--- src/rtl/bargraph_seq_if.sv ---
// Bus bundle for the progress bar-graph driver.
// master: timer core side (drives seconds, load, blink), slave: bargraph_seq.
interface bargraph_seq_if #(
  parameter int N_SEG = 8,
  parameter int WIDTH = 12
);
  logic [WIDTH-1:0] timer_seconds;
  logic [WIDTH-1:0] prog_seconds;
  logic             load;
  logic             blink_en;
  logic             blink_tick;
  logic [N_SEG-1:0] led;
  logic             ready;

  modport master (
    output timer_seconds,
    output prog_seconds,
    output load,
    output blink_en,
    output blink_tick,
    input  led,
    input  ready
  );

  modport slave (
    input  timer_seconds,
    input  prog_seconds,
    input  load,
    input  blink_en,
    input  blink_tick,
    output led,
    output ready
  );
endinterface

--- src/rtl/bargraph_seq.sv ---
// Egg-timer progress bar-graph: lights N_SEG LEDs in proportion to
// elapsed vs programmed seconds, with an optional blinking lead segment.
// Ports: clk, rst (async, active-high), bus (bargraph_seq_if.slave):
//   timer_seconds, prog_seconds, load, blink_en, blink_tick -> led, ready.
module bargraph_seq #(
  parameter int N_SEG = 8,
  parameter int WIDTH = 12
) (
  input logic           clk,
  input logic           rst,
  bargraph_seq_if.slave bus
);

  // RW holds a partial remainder up to 2*N_SEG-1.
  localparam int RW = $clog2(N_SEG) + 1;
  localparam int CW = $clog2(WIDTH + 1);
  localparam int KW = $clog2(N_SEG);

  typedef enum logic [1:0] {
    IDLE,
    DIV,
    STEP,
    DONE
  } state_e;

  state_e           state_q, state_d;
  logic [WIDTH-1:0] p_q, p_d;
  // quo_q is the dividend shifter during DIV and holds base afterwards.
  logic [WIDTH-1:0] quo_q, quo_d;
  logic [RW-1:0]    rem_q, rem_d;
  logic [WIDTH-1:0] acc_q, acc_d;
  logic [RW-1:0]    accr_q, accr_d;
  logic [CW-1:0]    cnt_q, cnt_d;
  logic [KW-1:0]    k_q, k_d;
  logic [WIDTH-1:0] thr_q [1:N_SEG-1];
  logic             ready_q, ready_d;
  logic             phase_q, phase_d;
  logic [N_SEG-1:0] led_q, led_d;

  logic [RW-1:0]    r_sh;
  logic [RW-1:0]    r_sub;
  logic             div_ge;
  logic [WIDTH-1:0] sq;
  logic [RW-1:0]    sr;
  logic [WIDTH-1:0] t_val;
  logic             thr_we;

  // Restoring division step: shift in the next dividend bit.
  always_comb begin
    r_sh   = {rem_q[RW-2:0], quo_q[WIDTH-1]};
    div_ge = (r_sh >= RW'(N_SEG));
    r_sub  = r_sh - RW'(N_SEG);
  end

  // Threshold stepper: (q, r) tracks k*P/N_SEG as quotient/remainder.
  always_comb begin
    sq = acc_q + quo_q;
    sr = accr_q + rem_q;
    if (sr >= RW'(N_SEG)) begin
      sr = sr - RW'(N_SEG);
      sq = sq + WIDTH'(1);
    end
    t_val = sq + WIDTH'(sr != '0);
  end

  always_comb begin
    state_d = state_q;
    p_d     = p_q;
    quo_d   = quo_q;
    rem_d   = rem_q;
    acc_d   = acc_q;
    accr_d  = accr_q;
    cnt_d   = cnt_q;
    k_d     = k_q;
    thr_we  = 1'b0;
    if (bus.load) begin
      state_d = DIV;
      p_d     = bus.prog_seconds;
      quo_d   = bus.prog_seconds;
      rem_d   = '0;
      acc_d   = '0;
      accr_d  = '0;
      cnt_d   = '0;
      k_d     = KW'(1);
    end else begin
      unique case (state_q)
        DIV: begin
          quo_d = {quo_q[WIDTH-2:0], div_ge};
          rem_d = div_ge ? r_sub : r_sh;
          cnt_d = cnt_q + CW'(1);
          if (cnt_q == CW'(WIDTH - 1))
            state_d = STEP;
        end
        STEP: begin
          acc_d  = sq;
          accr_d = sr;
          thr_we = 1'b1;
          k_d    = k_q + KW'(1);
          if (k_q == KW'(N_SEG - 1))
            state_d = DONE;
        end
        IDLE, DONE: begin
        end
      endcase
    end
  end

  // Ready is registered off DONE, giving one settle cycle after STEP.
  assign ready_d = (state_q == DONE) && !bus.load;

  logic [N_SEG-1:0] dec;
  logic [N_SEG-1:0] shown;
  logic [KW-1:0]    hi;
  logic             nz;
  logic             blink_on;

  always_comb begin
    phase_d = phase_q ^ bus.blink_tick;
    nz      = (bus.timer_seconds != '0);
    dec     = '0;
    dec[0]  = nz;
    for (int k = 1; k < N_SEG; k++)
      dec[k] = nz && (bus.timer_seconds >= thr_q[k]);
    hi = '0;
    for (int k = 0; k < N_SEG; k++)
      if (dec[k])
        hi = KW'(k);
    // New phase is used so a tick shows on led one edge later.
    blink_on = bus.blink_en && phase_d && nz &&
               (bus.timer_seconds < p_q);
    shown = dec;
    if (blink_on)
      shown[hi] = 1'b0;
    led_d = ready_q ? shown : led_q;
  end

  always_ff @(posedge clk or posedge rst) begin
    if (rst) begin
      state_q <= IDLE;
      p_q     <= '0;
      quo_q   <= '0;
      rem_q   <= '0;
      acc_q   <= '0;
      accr_q  <= '0;
      cnt_q   <= '0;
      k_q     <= '0;
      ready_q <= 1'b0;
      phase_q <= 1'b0;
      led_q   <= '0;
    end else begin
      state_q <= state_d;
      p_q     <= p_d;
      quo_q   <= quo_d;
      rem_q   <= rem_d;
      acc_q   <= acc_d;
      accr_q  <= accr_d;
      cnt_q   <= cnt_d;
      k_q     <= k_d;
      ready_q <= ready_d;
      phase_q <= phase_d;
      led_q   <= led_d;
    end
  end

  always_ff @(posedge clk or posedge rst) begin
    if (rst) begin
      for (int k = 1; k < N_SEG; k++)
        thr_q[k] <= '0;
    end else if (thr_we) begin
      thr_q[k_q] <= t_val;
    end
  end

  assign bus.led   = led_q;
  assign bus.ready = ready_q;

endmodule

--- src/flat_wrapper.sv ---
// flat-port wrapper written by rule: the top's interface ports become plain ports
module bargraph_seq_flat 
#(
  parameter int N_SEG = 8,
  parameter int WIDTH = 12
)
  (clk, rst, bus_timer_seconds, bus_prog_seconds, bus_load, bus_blink_en, bus_blink_tick, bus_led, bus_ready);
  bargraph_seq_if #(.N_SEG(N_SEG), .WIDTH(WIDTH)) bus_i ();
  input logic clk;
  input logic rst;
  input wire logic [$bits(bus_i.timer_seconds)-1:0] bus_timer_seconds;
  input wire logic [$bits(bus_i.prog_seconds)-1:0] bus_prog_seconds;
  input wire logic [$bits(bus_i.load)-1:0] bus_load;
  input wire logic [$bits(bus_i.blink_en)-1:0] bus_blink_en;
  input wire logic [$bits(bus_i.blink_tick)-1:0] bus_blink_tick;
  output wire logic [$bits(bus_i.led)-1:0] bus_led;
  output wire logic [$bits(bus_i.ready)-1:0] bus_ready;
  assign bus_i.timer_seconds = bus_timer_seconds;
  assign bus_i.prog_seconds = bus_prog_seconds;
  assign bus_i.load = bus_load;
  assign bus_i.blink_en = bus_blink_en;
  assign bus_i.blink_tick = bus_blink_tick;
  assign bus_led = bus_i.led;
  assign bus_ready = bus_i.ready;
  bargraph_seq #(.N_SEG(N_SEG), .WIDTH(WIDTH)) u_core (.clk(clk), .rst(rst), .bus(bus_i));
endmodule
--- config.mk ---
export PLATFORM = sky130hd
export DESIGN_NAME = bargraph_seq_flat
export DESIGN_NICKNAME = d
export VERILOG_FILES = /design/src/rtl/bargraph_seq_if.sv /design/src/rtl/bargraph_seq.sv /design/src/flat_wrapper.sv
export SDC_FILE = /design/constraint.sdc
export NUM_CORES = 1
export LEC_CHECK = 0
export CAP_MARGIN = 20
export CORE_MARGIN = 8
export CORE_UTILIZATION = 55
export DETAILED_ROUTE_END_ITERATION = 16
export PLACE_DENSITY = 0.8
export SLEW_MARGIN = 20
export SYNTH_ARGS = -nofsm -noshare
export SYNTH_HDL_FRONTEND = slang
export SYNTH_SLANG_ARGS = --single-unit
--- constraint.sdc ---
create_clock -name clk -period 5.8 [get_ports clk]
set_clock_uncertainty 0.2 [all_clocks]
set_input_delay 1.16 -clock clk [delete_from_list [all_inputs] [get_ports clk]]
set_output_delay 1.16 -clock clk [all_outputs]
set_load 0.05 [all_outputs]
# [Yosys cells after proc, flatten, opt, wreduce, memory -nomap -nowiden]
# Index checks and enable logic that the tools add are counted.
[word_totals] regBits=147 latch_bits=0 ramBits=0 romBits=0 in_bits=29 out_inout_bits=9 wordCells=105 n_memories=0
[classes] addsub=8 mul=0 div=0 magnitude_cmp=14 eq_ne=7 shifts=0 mux=34 n_bitwise=4 reduce_logical=20
[ops] cell="$bwmux 84" n=1
[ops] cell="$ge 12x12->1" n=7
[ops] cell="$mux 12" n=6
[ops] cell="$demux 12 s3" n=1
[ops] cell="$mux 4" n=8
[ops] cell="$mux 3" n=6
[ops] cell="$logic_and 1x1->1" n=13
[ops] cell="$add 12x1->12" n=1
[ops] cell="$add 12x1->12 const B" n=1
[ops] cell="$add 12x12->12" n=1
[ops] cell="$ge 4x4->1 const B" n=3
[ops] cell="$lt 12x12->1" n=1
[ops] cell="$reduce_bool 12->1" n=1
[ops] cell="$mux 2" n=5
[ops] cell="$and 8x8->8" n=1
[ops] cell="$mux 8" n=1
[ops] cell="$not 8->8" n=1
[ops] cell="$sub 4x4->4 const B" n=2
[ops] cell="$ne 3x2->1 const B" n=2
[ops] cell="$add 4x1->4 const B" n=1
[ops] cell="$add 4x4->4" n=1
[ops] cell="$eq 2x2->1 const B" n=2
[ops] cell="$eq 4x4->1 const B" n=1
[ops] cell="$lt 3x4->1 const B" n=1
[ops] cell="15 further kinds" n=19

# [Longest topological paths before layout]
# Gate-level depths: netlist of the first run.
[logic_depth] depth_word=16 depth_mapped=14 mapped_depth_nobuf=13

# [Worst setup path before layout of the first run]
# No wires, ideal clock.
[synth_timing] kind="reg2reg" startpoint="register u_core.acc_q[0]" endpoint="register u_core.thr_q[19] in the netlist's numbering" setup_ns=0.067 arrival_ns=3.187 t_required_ns=5.533 slack_ns=2.347 stages_incl_launch_ff=13 path_buffers=0 period_less_slack_ns=3.453 cell_sequence="dfrtp_1 -> ha_1 -> inv_1 -> fa_1 -> inv_1 -> ha_1 -> inv_1 -> nor4_1 -> o2111ai_1 -> nor4_2 -> or3b_2 -> a21boi_2 -> mux2_2"
[synth_via] elab_chain_len=5
[synth_rtl] element="start, declared" line="bargraph_seq.sv:31" source="logic [WIDTH-1:0] acc_q, acc_d;"
[synth_rtl] element="start signal, assigned" line="bargraph_seq.sv:143" source="acc_q <= '0;"
[synth_rtl] element="start signal, assigned" line="bargraph_seq.sv:155" source="acc_q <= acc_d;"
[synth_rtl] element="$add 12x12->12 (*)" line="bargraph_seq.sv:57" source="sq = acc_q + quo_q;"
[synth_rtl] element="$add 12x1->12" line="bargraph_seq.sv:61" source="sq = sq + WIDTH'(1);"
[synth_rtl] element="$mux 12 (*)" line="bargraph_seq.sv:59" source="if (sr >= RW'(N_SEG)) begin"
[synth_rtl] element="$add 12x1->12 (*)" line="bargraph_seq.sv:63" source="t_val = sq + WIDTH'(sr != '0);"
[synth_rtl] element="$bwmux 84 (*)" line="bargraph_seq.sv:170" source="thr_q[k_q] <= t_val;"
[synth_rtl] element="end signal, assigned by index" line="bargraph_seq.sv:170"
[synth_rtl] element="end, declared" line="bargraph_seq.sv:35" source="logic [WIDTH-1:0] thr_q [1:N_SEG-1];"
# Every way passes the cells marked *; elsewhere a longest branch is shown, timed or not.
# A chain may end at the register's enable or synchronous reset.

# [Final worst setup path of the first run]
[layout_timing] startpoint="input port bus_timer_seconds[5]" endpoint="register u_core.led_q[2] (netlist: u_core.bus.led[2])"
[layout_via] elab_chain_len=16 word_cells_on_any_way=33 cone_classes="order compare (10); mux (10); bitwise (2); reduce/logical (11)"
[layout_rtl] element="start, declared" line="flat_wrapper.sv:11" source="input wire logic [$bits(bus_i.timer_seconds)-1:0] bus_timer_seconds;"
[layout_rtl] element="$ge 12x12->1 / $reduce_bool 12->1 (equally long branches)" line="bargraph_seq.sv:123, bargraph_seq.sv:119"
[layout_rtl] element="$logic_and 1x1->1" line="bargraph_seq.sv:123" source="dec[k] = nz && (bus.timer_seconds >= thr_q[k]);"
[layout_rtl] element="$mux 1" line="bargraph_seq.sv:126" source="if (dec[k])"
[layout_rtl] element="$mux 2 (2 in a row)" line="bargraph_seq.sv:126"
[layout_rtl] element="$mux 3 (4 in a row)" line="bargraph_seq.sv:126"
[layout_rtl] element="$lt 3x4->1 (implied by the code) / $ge 3x1->1 (equally long branches)" line="bargraph_seq.sv:133" source="shown[hi] = 1'b0;"
[layout_rtl] element="$logic_and 1x1->1 (implied by the code)" line="bargraph_seq.sv:133"
[layout_rtl] element="$mux 1 (implied by the code)" line="bargraph_seq.sv:133"
[layout_rtl] element="$demux 1 s3"
[layout_rtl] element="$not 8->8 (no line)"
[layout_rtl] element="$and 8x8->8 (no line)"
[layout_rtl] element="$mux 8 (*)" line="bargraph_seq.sv:132" source="if (blink_on)"
[layout_rtl] element="end signal, assigned" line="bargraph_seq.sv:161" source="led_q <= led_d;"
[layout_rtl] element="end, declared" line="bargraph_seq.sv:38" source="logic [N_SEG-1:0] led_q, led_d;"
# Marked as above.

==> results of run 1 <==
==> worst min-delay path by stage <==
stage / start / end / slack, ps / cells past startpoint
floorplan: u_core.phase_q / u_core.phase_q / 230 / 1
finish: u_core.phase_q / u_core.phase_q / 270 / 1
CTS: u_core.phase_q / u_core.phase_q / 270 / 1
global placement: u_core.phase_q / u_core.phase_q / 250 / 1
detailed placement: u_core.phase_q / u_core.phase_q / 250 / 1
global route: u_core.phase_q / u_core.phase_q / 290 / 1
==> cell usage in the layout (no fill, tap or decap), types with 7 or more instances in the layout <==
cell | synthesis | layout
a211oi_1 | 9 | 9
a21o_1 | 39 | 39
a21oi_1 | 33 | 33
a22o_1 | 11 | 11
buf_4 | 0 | 8
clkbuf_16 | 0 | 17
clkdlybuf4s50_1 | 0 | 37
dfrtp_1 | 147 | 147
ha_1 | 115 | 115
inv_1 | 107 | 106
mux2_2 | 62 | 62
mux2i_1 | 16 | 16
nand2_1 | 69 | 69
nand2b_1 | 16 | 16
nand3_1 | 7 | 7
nand4_1 | 14 | 14
nor2_1 | 27 | 27
nor2b_1 | 9 | 9
nor4_1 | 7 | 7
o211ai_1 | 9 | 9
o21ai_0 | 63 | 63
xnor2_1 | 17 | 17
xor2_1 | 12 | 12
==> critical path, cell delays in order <==
cell             delay [ps]
clkdlybuf4s50_1         780
ha_1                    340
a21o_1                  160
a21o_1                  170
a211oi_1                220
o21bai_1                110
a21o_1                  180
a211oi_1                360
and4_1                  300
nand2_1                 100
o31a_1                  300
==> layer usage <==
layer / share of wire, % / wire [µm] / up-vias / GRT usage, %
met1: 46 / 9560 / 3298 / 25.8
met5: 0 / 0 / - / 0
met2: 48 / 9910 / 136 / 33.6
met3: 4.3 / 890 / 30 / 4.20
met4: 2.4 / 490 / 0 / 7.24
li1: - / - / 3303 / -
==> logic make-up after synthesis <==
group,count (synthesis),synth area share (%)
and+or+nand+nor,193,11.0
xor gates and xnor gates,31,3.10
DFF,147,39.8
muxes,78,9.30
AOI/OAI and AO/OA,212,15.4
adders and majority gates,117,16.0
buffers and inverters,131,5.35
==> cells in the mapped netlist, types with 2 or more instances <==
cell type	number
nor4_2	2
xnor2_1	17
nand4_1	14
nor2b_1	9
and2_1	5
o32ai_1	4
a21oi_1	33
a22oi_1	2
o21bai_1	3
nand3_1	7
nand3b_1	3
fa_1	2
a22o_1	11
mux2_2	62
or3_1	5
or4_1	2
mux2i_1	16
a211o_1	2
and3_1	2
a21o_1	39
nor3b_1	4
a31oi_1	2
inv_1	107
ha_1	115
a21oi_2	2
o211ai_1	9
a21boi_2	3
o21ai_0	63
a211oi_1	9
nor4_1	7
nor3_1	7
nand2_1	69
o21ai_1	5
nor2_1	27
nand2b_1	16
buf_2	2
xor2_1	12
dfrtp_1	147
o31a_1	3
a41oi_1	3
clkbuf_1	21
o21a_1	5
==> area by class of cell <==
type	instances	share of cell area, %
Clock buffer	24	4.81
Clock inverter	8	0.720
Inverter	107	3.90
Multi-Input combinational cell	631	48.5
Sequential cell	147	35.3
Tap cell	220	2.64
Timing Repair Buffer	45	4.13
==> power by group through the flow <==
stage | sequential [mW] | clock [mW] | combinational (mW)
floorplan | 1.12 | 0 | 0.217
global placement | 1.10 | 0 | 0.361
detailed placement | 1.10 | 0 | 0.371
CTS | 1.08 | 1.08 | 0.374
global route | 1.08 | 1.12 | 0.414
finish | 1.08 | 1.07 | 0.373
==> per-stage QoR <==
step	power (mW)	instance area, µm²
finish	2.52	10400
global route	2.62	10400
floorplan	1.33	9230
detailed placement	1.47	9850
global placement	1.46	9850
CTS	2.53	10400
==> registers in the layout, summed over array words and instances (netlist names) <==
name,cells
u_core.acc_q,12
u_core.accr_q,4
u_core.bus.led,8
u_core.bus.ready,1
u_core.cnt_q,4
u_core.k_q,3
u_core.p_q,12
u_core.phase_q,1
u_core.quo_q,12
u_core.rem_q,4
u_core.state_q,2
u_core.thr_q,84
==> results.sh, run 1 <==
export IMPL_critPathLaunch="bus_timer_seconds[5]"
export IMPL_p_per_area_nw_per_um2=241
export IMPL_ff2ff_path_depth=12
export IMPL_post_cts_buffers=0
export IMPL_path_clk_slew_ps=60
export IMPL_ant_nets=0
export IMPL_antenna_found_initial=0
export IMPL_grt_pass1_vias=6935
export IMPL_rsz0062_at_grt="no"
export IMPL_setup_slack_ps=1730
export IMPL_start_kind="input pin"
export IMPL_max_freq_mhz=246
export IMPL_pre_cts_slack_ps=1290
export IMPL_chipWidth_um=146
export IMPL_finalHoldViolCount=0
export IMPL_slew_headroom_pct=37.8
export IMPL_grt_max_degree=75
export IMPL_dr_pass1_iters=4
export IMPL_outcome="finished clean"
export IMPL_yosys_warnings=0
export IMPL_first_iter_violations=303
export IMPL_worstSetupEndpointType="flop"
export IMPL_post_route_util_pct=63.1
export IMPL_routedWlPerCell_um=17.6
export IMPL_clockPowerShare_pct=42.4
export IMPL_die_area_um2=21200
export IMPL_tightest_slew_ps=933
export IMPL_rows=47
export IMPL_cts_hold_buffers_added=0
export IMPL_cts_max_level=4
export IMPL_drc=0
export IMPL_final_setup_viol_count=0
export IMPL_core_area_um2=16500
export IMPL_io_buffers=37
export IMPL_yosysTopAreaCell="dfrtp_1"
export IMPL_boundaryPins=38
export IMPL_totalWireLength_mm=20.8
export IMPL_hold_ws_ps=273
export IMPL_p_int_mw=1.84
export IMPL_synth_area_um2=9230
export IMPL_synth_cell_types=73
export IMPL_place_gp_congestion=0.855
export IMPL_final_cells=1182
export IMPL_drive_gt1_share_pct=12.7
export IMPL_leakage_nw=4.85
export IMPL_hp_class="reg2reg"
export IMPL_nNetsFinal=1095
export IMPL_period_share_pct=70.1
export IMPL_drv_cap=0
export IMPL_dieHeight_um=146
export IMPL_p_sw_share_pct=26.9
export IMPL_grt_pass1_wl_mm=34.8
export IMPL_insertion_delay_ps=430
export IMPL_crit_end="u_core.bus.led[2]"
export IMPL_syn_instance_count=909
export IMPL_syn_nets=1055
export IMPL_period_needed_ps=4070
export IMPL_synth_area_per_cell_um2=10.2
export IMPL_power_share_sequential_pct=42.8
export IMPL_cts_resized_gates=0
export IMPL_vias=6767
export IMPL_ir_worst_vdd_v=0.000258
export IMPL_synth_edff_count=0
export IMPL_area_growth_synth_to_final_pct=13.0
export IMPL_switchingPower_mw=0.677
export IMPL_synthArstFlopShare_pct=100
export IMPL_root_buffer="clkbuf_16"
export IMPL_start_util_pct=55.9
export IMPL_rrSetupSlack_ps=1750
export IMPL_multiInputGateArea_um2=5060
export IMPL_antenna_cells=0
export IMPL_setup_tns_final_ps=0
export IMPL_placed_cells=1150
export IMPL_hpwl_mm=15.2
export IMPL_synth_top_area_share_pct=39.8
export IMPL_path_class="in2reg"
export IMPL_grt_ovfl_total=0
export IMPL_clk_path_buf_depth=2
export IMPL_fillerInstances=1327
export IMPL_synth_area_leaders="dfrtp_1 40%, ha_1 16%, mux2_2 7.6%"
export IMPL_r2r_start="u_core.acc_q[0]"
export IMPL_synth_flop_cell="dfrtp_1"
export IMPL_track_usage_pct=20.3
export IMPL_ys_ff_latch=147
export IMPL_cts_buffers=17
export IMPL_via_per_inst=5.73
export IMPL_pwr_share_comb_pct=14.8
export IMPL_cp_max_fo=9
export IMPL_crit_required_ps=5920
export IMPL_cts_tree="done"
export IMPL_worst_ep_arrival_time_ps=4180
export IMPL_r2r_end="u_core.thr_q[79]"
export IMPL_cts_sinks=147
export IMPL_seq_area_um2=3680
export IMPL_synth_seq_area_share_pct=39.8
export IMPL_maxSlewViolCount=0
Power figures use the tool's default switching activity.
==> run 2, diff against run 1 <==
Settings changed: PLACE_DENSITY 0.8 to 0.83.
Clock period 5.8 ns to 3.6 ns, I/O delays scaled along.
==> run 2 against run 1 <==
Count of clock-buffer cells in the layout unchanged; register-to-register slack worse by 1700 ps; cell count rose by 7.0%; non-clock buffer count up 83; combinational power rose by 92%; highest routed layer unchanged; worst hold slack gained 4.4 ps; power increased by 71%; sequential share of layout area fell by 2.8 points; clock power increased by 73%.
==> results.sh, run 2 (synthesis results as in run 1) <==
export IMPL_max_freq_mhz=279
export IMPL_p_total_mw=4.30
export IMPL_drive_gt1_share_pct=22.2
export IMPL_final_setup_viol_count=0
export IMPL_path_class="reg2reg"
export IMPL_cts_hold_buffers_added=0
export IMPL_switchingPower_mw=1.13
export IMPL_p_int_mw=3.17
export IMPL_boundaryPins=38
export IMPL_vias=7313
export IMPL_pre_cts_slack_ps=-189
export IMPL_cts_buffers=17
export IMPL_antenna_cells=0
export IMPL_p_sw_share_pct=26.3
export IMPL_final_cell_mix="147 x dfrtp_1, 112 x ha_1, 105 x inv_1, 89 x buf_4, 68 x nand2_1"
export IMPL_mostFrequentLayoutCell="dfrtp_1"
export IMPL_worstSetupEndpointType="flop"
export IMPL_routedWlPerCell_um=18.0
export IMPL_post_route_util_pct=68.5
export IMPL_max_stage_delay_ps=510
export IMPL_critical_path_slowest_cell="fa_1"
export IMPL_io_buffers=37
export IMPL_r2r_start="u_core.acc_q[0]"
export IMPL_setup_slack_ps=14.4
export IMPL_dr_pass1_iters=5
export IMPL_tightest_slew_ps=903
export IMPL_leakage_nw=5.33
export IMPL_cts_sinks=147
export IMPL_insertion_delay_ps=430
export IMPL_grt_pass1_vias=7596
export IMPL_start_kind="flop"
export IMPL_crit_top_cell="buf_4"
export IMPL_totalWireLength_mm=22.8
export IMPL_via_per_inst=5.78
export IMPL_met1_usage_pct=25.9
export IMPL_first_iter_violations=489
export IMPL_track_usage_pct=21.4
export IMPL_crit_chain="ha_2 > inv_1 > fa_1 > inv_2 > ha_4 > inv_1 > buf_4 > o31a_1 > o2111ai_2 > nor4_2 > buf_4 > or3b_2 > a21boi_2 > buf_4 > mux2_2"
export IMPL_cp_max_fo=7
export IMPL_antenna_found_initial=0
export IMPL_top_usage_layer="met2"
export IMPL_period_needed_ps=3590
export IMPL_grt_max_degree=48
export IMPL_maxSlewViolCount=0
export IMPL_cts_max_level=4
export IMPL_setup_tns_final_ps=0
export IMPL_worst_ep_arrival_time_ps=3750
export IMPL_grt_ovfl_total=0
export IMPL_chipWidth_um=146
export IMPL_path_clk_slew_ps=60
export IMPL_grt_util_met3_pct=4.20
export IMPL_clk_path_buf_depth=2
export IMPL_critPathTopFamily="adder cells"
export IMPL_grt_pass1_wl_mm=37.0
export IMPL_cts_tree="done"
export IMPL_place_gp_congestion=0.886
export IMPL_root_buffer="clkbuf_16"
export IMPL_critPathLaunch="u_core.acc_q[0]"
export IMPL_largest_register="u_core.thr_q"
export IMPL_area_growth_synth_to_final_pct=22.6
export IMPL_final_cells=1265
export IMPL_crit_required_ps=3760
export IMPL_power_share_sequential_pct=40.4
export IMPL_hp_start="u_core.phase_q"
export IMPL_core_area_um2=16500
export IMPL_grt_use_met2_pct=37.6
export IMPL_hp_class="reg2reg"
export IMPL_die_area_um2=21200
export IMPL_start_util_pct=55.9
export IMPL_finalHoldViolCount=0
export IMPL_largest_reg_flops=84
export IMPL_drc=0
export IMPL_path_buf_inv=6
export IMPL_slew_headroom_pct=39.8
export IMPL_ant_nets=0
export IMPL_rsz0062_at_grt="yes"
export IMPL_pwr_share_comb_pct=16.7
export IMPL_outcome="finished clean"
export IMPL_p_per_area_nw_per_um2=380
export IMPL_clockPowerShare_pct=42.9
export IMPL_drv_cap=0
export IMPL_hpwl_mm=16.6
export IMPL_dieHeight_um=146
export IMPL_rows=47
export IMPL_nNetsFinal=1178
export IMPL_placed_cells=1228
export IMPL_ir_worst_vdd_v=0.000329
export IMPL_period_share_pct=99.6
[run 2: changes by cell type in the layout (fill, tap and decap cells not counted), sizes merged]
cell      delta
buf         +83
clkinvlp     -3
bufinv       +2
clkinv       +1
[run 2: per-layer routing]
| metal | part of all wire [%] | vias up |
|---|---|---|
| li1 | - | 3459 |
| met1 | 43 | 3615 |
| met2 | 50 | 189 |
| met3 | 3.9 | 50 |
| met4 | 2.6 | 0 |
| met5 | 0 | - |
[run 2: layout make-up]
class                      count  area (µm²)
clock buffer                  24         492
clock inverter                 8         123
inverter                     107         405
sequential                   147        3680
tap                          220         275
fill                        1157        5200
multi-input combinational    631        5280
timing repair buffer         128        1070
[run 2: path summary, 6_finish.rpt]
check | to | slack, ps | cells after the start
hold / removal | u_core.phase_q | 280 | 1
setup reg to reg | u_core.thr_q[19] | 10 | 15
min in group asynchronous | u_core.rem_q[3] | 440 | 2
hold reg to reg | u_core.phase_q | 280 | 1
setup / recovery | u_core.thr_q[19] | 10 | 15
max in group asynchronous | u_core.thr_q[59] | 1980 | 3
[run 2: worst register-to-register path: stages, from the launching register on]
cell	delay [ps]
dfrtp_1	360
ha_2	190
inv_1	50
fa_1	510
inv_2	60
ha_4	160
inv_1	110
buf_4	140
o31a_1	200
o2111ai_2	170
nor4_2	270
buf_4	160
or3b_2	460
a21boi_2	150
buf_4	170
mux2_2	160
[run 2: power groups by stage]
stage                     combinational, mW  sequential, mW  clock [mW]
after detailed placement              0.672            1.77           0
after global placement                0.649            1.76           0
after CTS                             0.686            1.74        1.86
after global routing                  0.784            1.74        1.94
final                                 0.717            1.74        1.85
after floorplan                       0.349            1.80           0
[run 2: repair_timing]
| item | CTS | global route |
|---|---|---|
| setup endpoints to repair | 28 | 45 |
| setup buffers | 0 | 6 |
| gates resized for setup | 6 | 33 |
| gates cloned | 0 | 0 |
| pin swaps | 1 | 17 |
[run 2: stage by stage]
step | area (µm²) | hold WS [ps]
after floorplan | 9240 | 233
after global placement | 10500 | 263
after detailed placement | 10500 | 271
after CTS | 11100 | 284
after global routing | 11300 | 293
final | 11300 | 278
==> run 3, diff against run 2 <==
Settings changed: CTS_BUF_LIST set to sky130_fd_sc_hd__clkbuf_8.
==> run 3 against run 2 <==
The run now ends with setup timing left; register-to-register slack got worse by 30 ps; via count grew 0.68%; wire length down 1.1%; final area fell by 1.5%; core utilization is 1.0 points lower; critical endpoint is now u_core.thr_q[58]; highest routed layer unchanged.
==> results.sh, run 3 (synthesis results as in run 1) <==
export IMPL_cts_max_level=4
export IMPL_rows=47
export IMPL_largest_register="u_core.thr_q"
export IMPL_grt_pass1_wl_mm=35.8
export IMPL_worst_ep_arrival_time_ps=3750
export IMPL_crit_chain="ha_1 > nand3_1 > and3_1 > nor2_1 > xor2_1 > ha_2 > ha_4 > nand2_1 > or3_4 > nor4_4 > xor2_4 > mux2_4"
export IMPL_antenna_cells=0
export IMPL_final_cell_mix="147 x dfrtp_1, 111 x ha_1, 107 x inv_1, 91 x buf_4, 68 x nand2_1"
export IMPL_setup_slack_ps=-20.5
export IMPL_via_per_inst=5.81
export IMPL_pre_cts_slack_ps=-189
export IMPL_clk_path_buf_depth=2
export IMPL_grt_ovfl_total=0
export IMPL_cts_tree="done"
export IMPL_io_buffers=37
export IMPL_leakage_nw=5.26
export IMPL_crit_required_ps=3730
export IMPL_cp_max_fo=7
export IMPL_mostFrequentLayoutCell="dfrtp_1"
export IMPL_boundaryPins=38
export IMPL_outcome="complete, but fails checks"
export IMPL_core_area_um2=16500
export IMPL_largest_reg_flops=84
export IMPL_vias=7363
export IMPL_path_buf_inv=0
export IMPL_dieHeight_um=146
export IMPL_start_kind="flop"
export IMPL_place_gp_congestion=0.886
export IMPL_cts_sinks=147
export IMPL_worstSetupEndpointType="flop"
export IMPL_drc=0
export IMPL_max_freq_mhz=276
export IMPL_period_needed_ps=3620
export IMPL_dr_pass1_iters=5
export IMPL_maxSlewViolCount=0
export IMPL_drive_gt1_share_pct=22.4
export IMPL_finalHoldViolCount=0
export IMPL_hpwl_mm=16.6
export IMPL_start_util_pct=55.9
export IMPL_max_stage_delay_ps=420
export IMPL_cts_buffers=17
export IMPL_final_setup_viol_count=7
export IMPL_grt_pass1_vias=7374
export IMPL_ant_nets=0
export IMPL_drv_cap=0
export IMPL_path_class="reg2reg"
export IMPL_tightest_slew_ps=901
export IMPL_setup_tns_final_ps=-59.8
export IMPL_path_clk_slew_ps=80
export IMPL_post_route_util_pct=67.5
export IMPL_violations="setup timing"
export IMPL_track_usage_pct=20.6
export IMPL_insertion_delay_ps=450
export IMPL_critical_path_slowest_cell="dfrtp_1"
export IMPL_antenna_found_initial=0
export IMPL_totalWireLength_mm=22.6
export IMPL_die_area_um2=21200
export IMPL_hp_class="reg2reg"
export IMPL_first_iter_violations=412
export IMPL_critPathTopFamily="simple AND/OR/NAND/NOR gates"
export IMPL_slew_headroom_pct=39.9
export IMPL_p_per_area_nw_per_um2=343
export IMPL_rsz0062_at_grt="yes"
export IMPL_cts_hold_buffers_added=0
export IMPL_chipWidth_um=146
export IMPL_root_buffer="clkbuf_8"
export IMPL_grt_max_degree=48
export IMPL_area_growth_synth_to_final_pct=20.8
export IMPL_period_share_pct=101
export IMPL_routedWlPerCell_um=17.8
export IMPL_nNetsFinal=1180
export IMPL_ir_worst_vdd_v=0.000291
-- run 3: worst register-to-register path: cells and delay by family (launching register included) --
family	cells	cell delay (ps)
and+or+nand+nor	6	1330
adders and majority gates	3	800
xor gates and xnor gates	2	450
DFF	1	420
muxes	1	300
-- run 3: metal layers --
metal  wire length (µm)  global-route usage (%)  up-vias
met3                856                    3.82       47
met2              11200                    35.6      183
met1               9860                    25.6     3663
li1                   -                       -     3470
met5                  0                       0        -
met4                619                    6.40        0
-- run 3: path summary, 6_finish.rpt --
check | endpoint | slack, ps | start | cells past startpoint
worst max-delay path | u_core.thr_q[58] | -20 | u_core.rem_q[2] | 12
min in group asynchronous | u_core.rem_q[0] | 420 | rst | 2
worst max register to register | u_core.thr_q[58] | -20 | u_core.rem_q[2] | 12
worst min register to register | u_core.phase_q | 280 | u_core.phase_q | 1
max in group asynchronous | u_core.thr_q[59] | 2000 | rst | 3
worst min-delay path | u_core.phase_q | 280 | u_core.phase_q | 1
-- run 3: final cells by class --
cell class,count,area [µm²]
well taps,220,275
clock buffers,21,289
inverters,107,405
clock inverters,11,134
flip-flops and latches,147,3680
repair buffers,130,1080
multi-input cells,631,5290
fillers,1192,5370
-- run 3: what timing repair did --
item                       CTS  global route
buffers inserted             0             8
pin swaps                    1            21
gates resized for setup      3            39
setup endpoints to repair   25            43
-- run 3: per-stage QoR --
step	cells	instance area (µm²)	hold WS, ps	total power [mW]
3_5_place_dp	1228	10500	271	2.44
6_report	1267	11200	284	3.82
4_1_cts	1260	10900	286	3.80
5_1_grt	1267	11200	299	3.99
2_1_floorplan	909	9240	233	2.15
3_3_place_gp	1228	10500	263	2.41
-- run 3: report_power, final --
| part | switching [mW] | total, mW | internal, mW |
|---|---|---|---|
| logic | 0.418 | 0.724 | 0.306 |
| clock network | 0.612 | 1.36 | 0.752 |
| registers | 0.0335 | 1.73 | 1.70 |
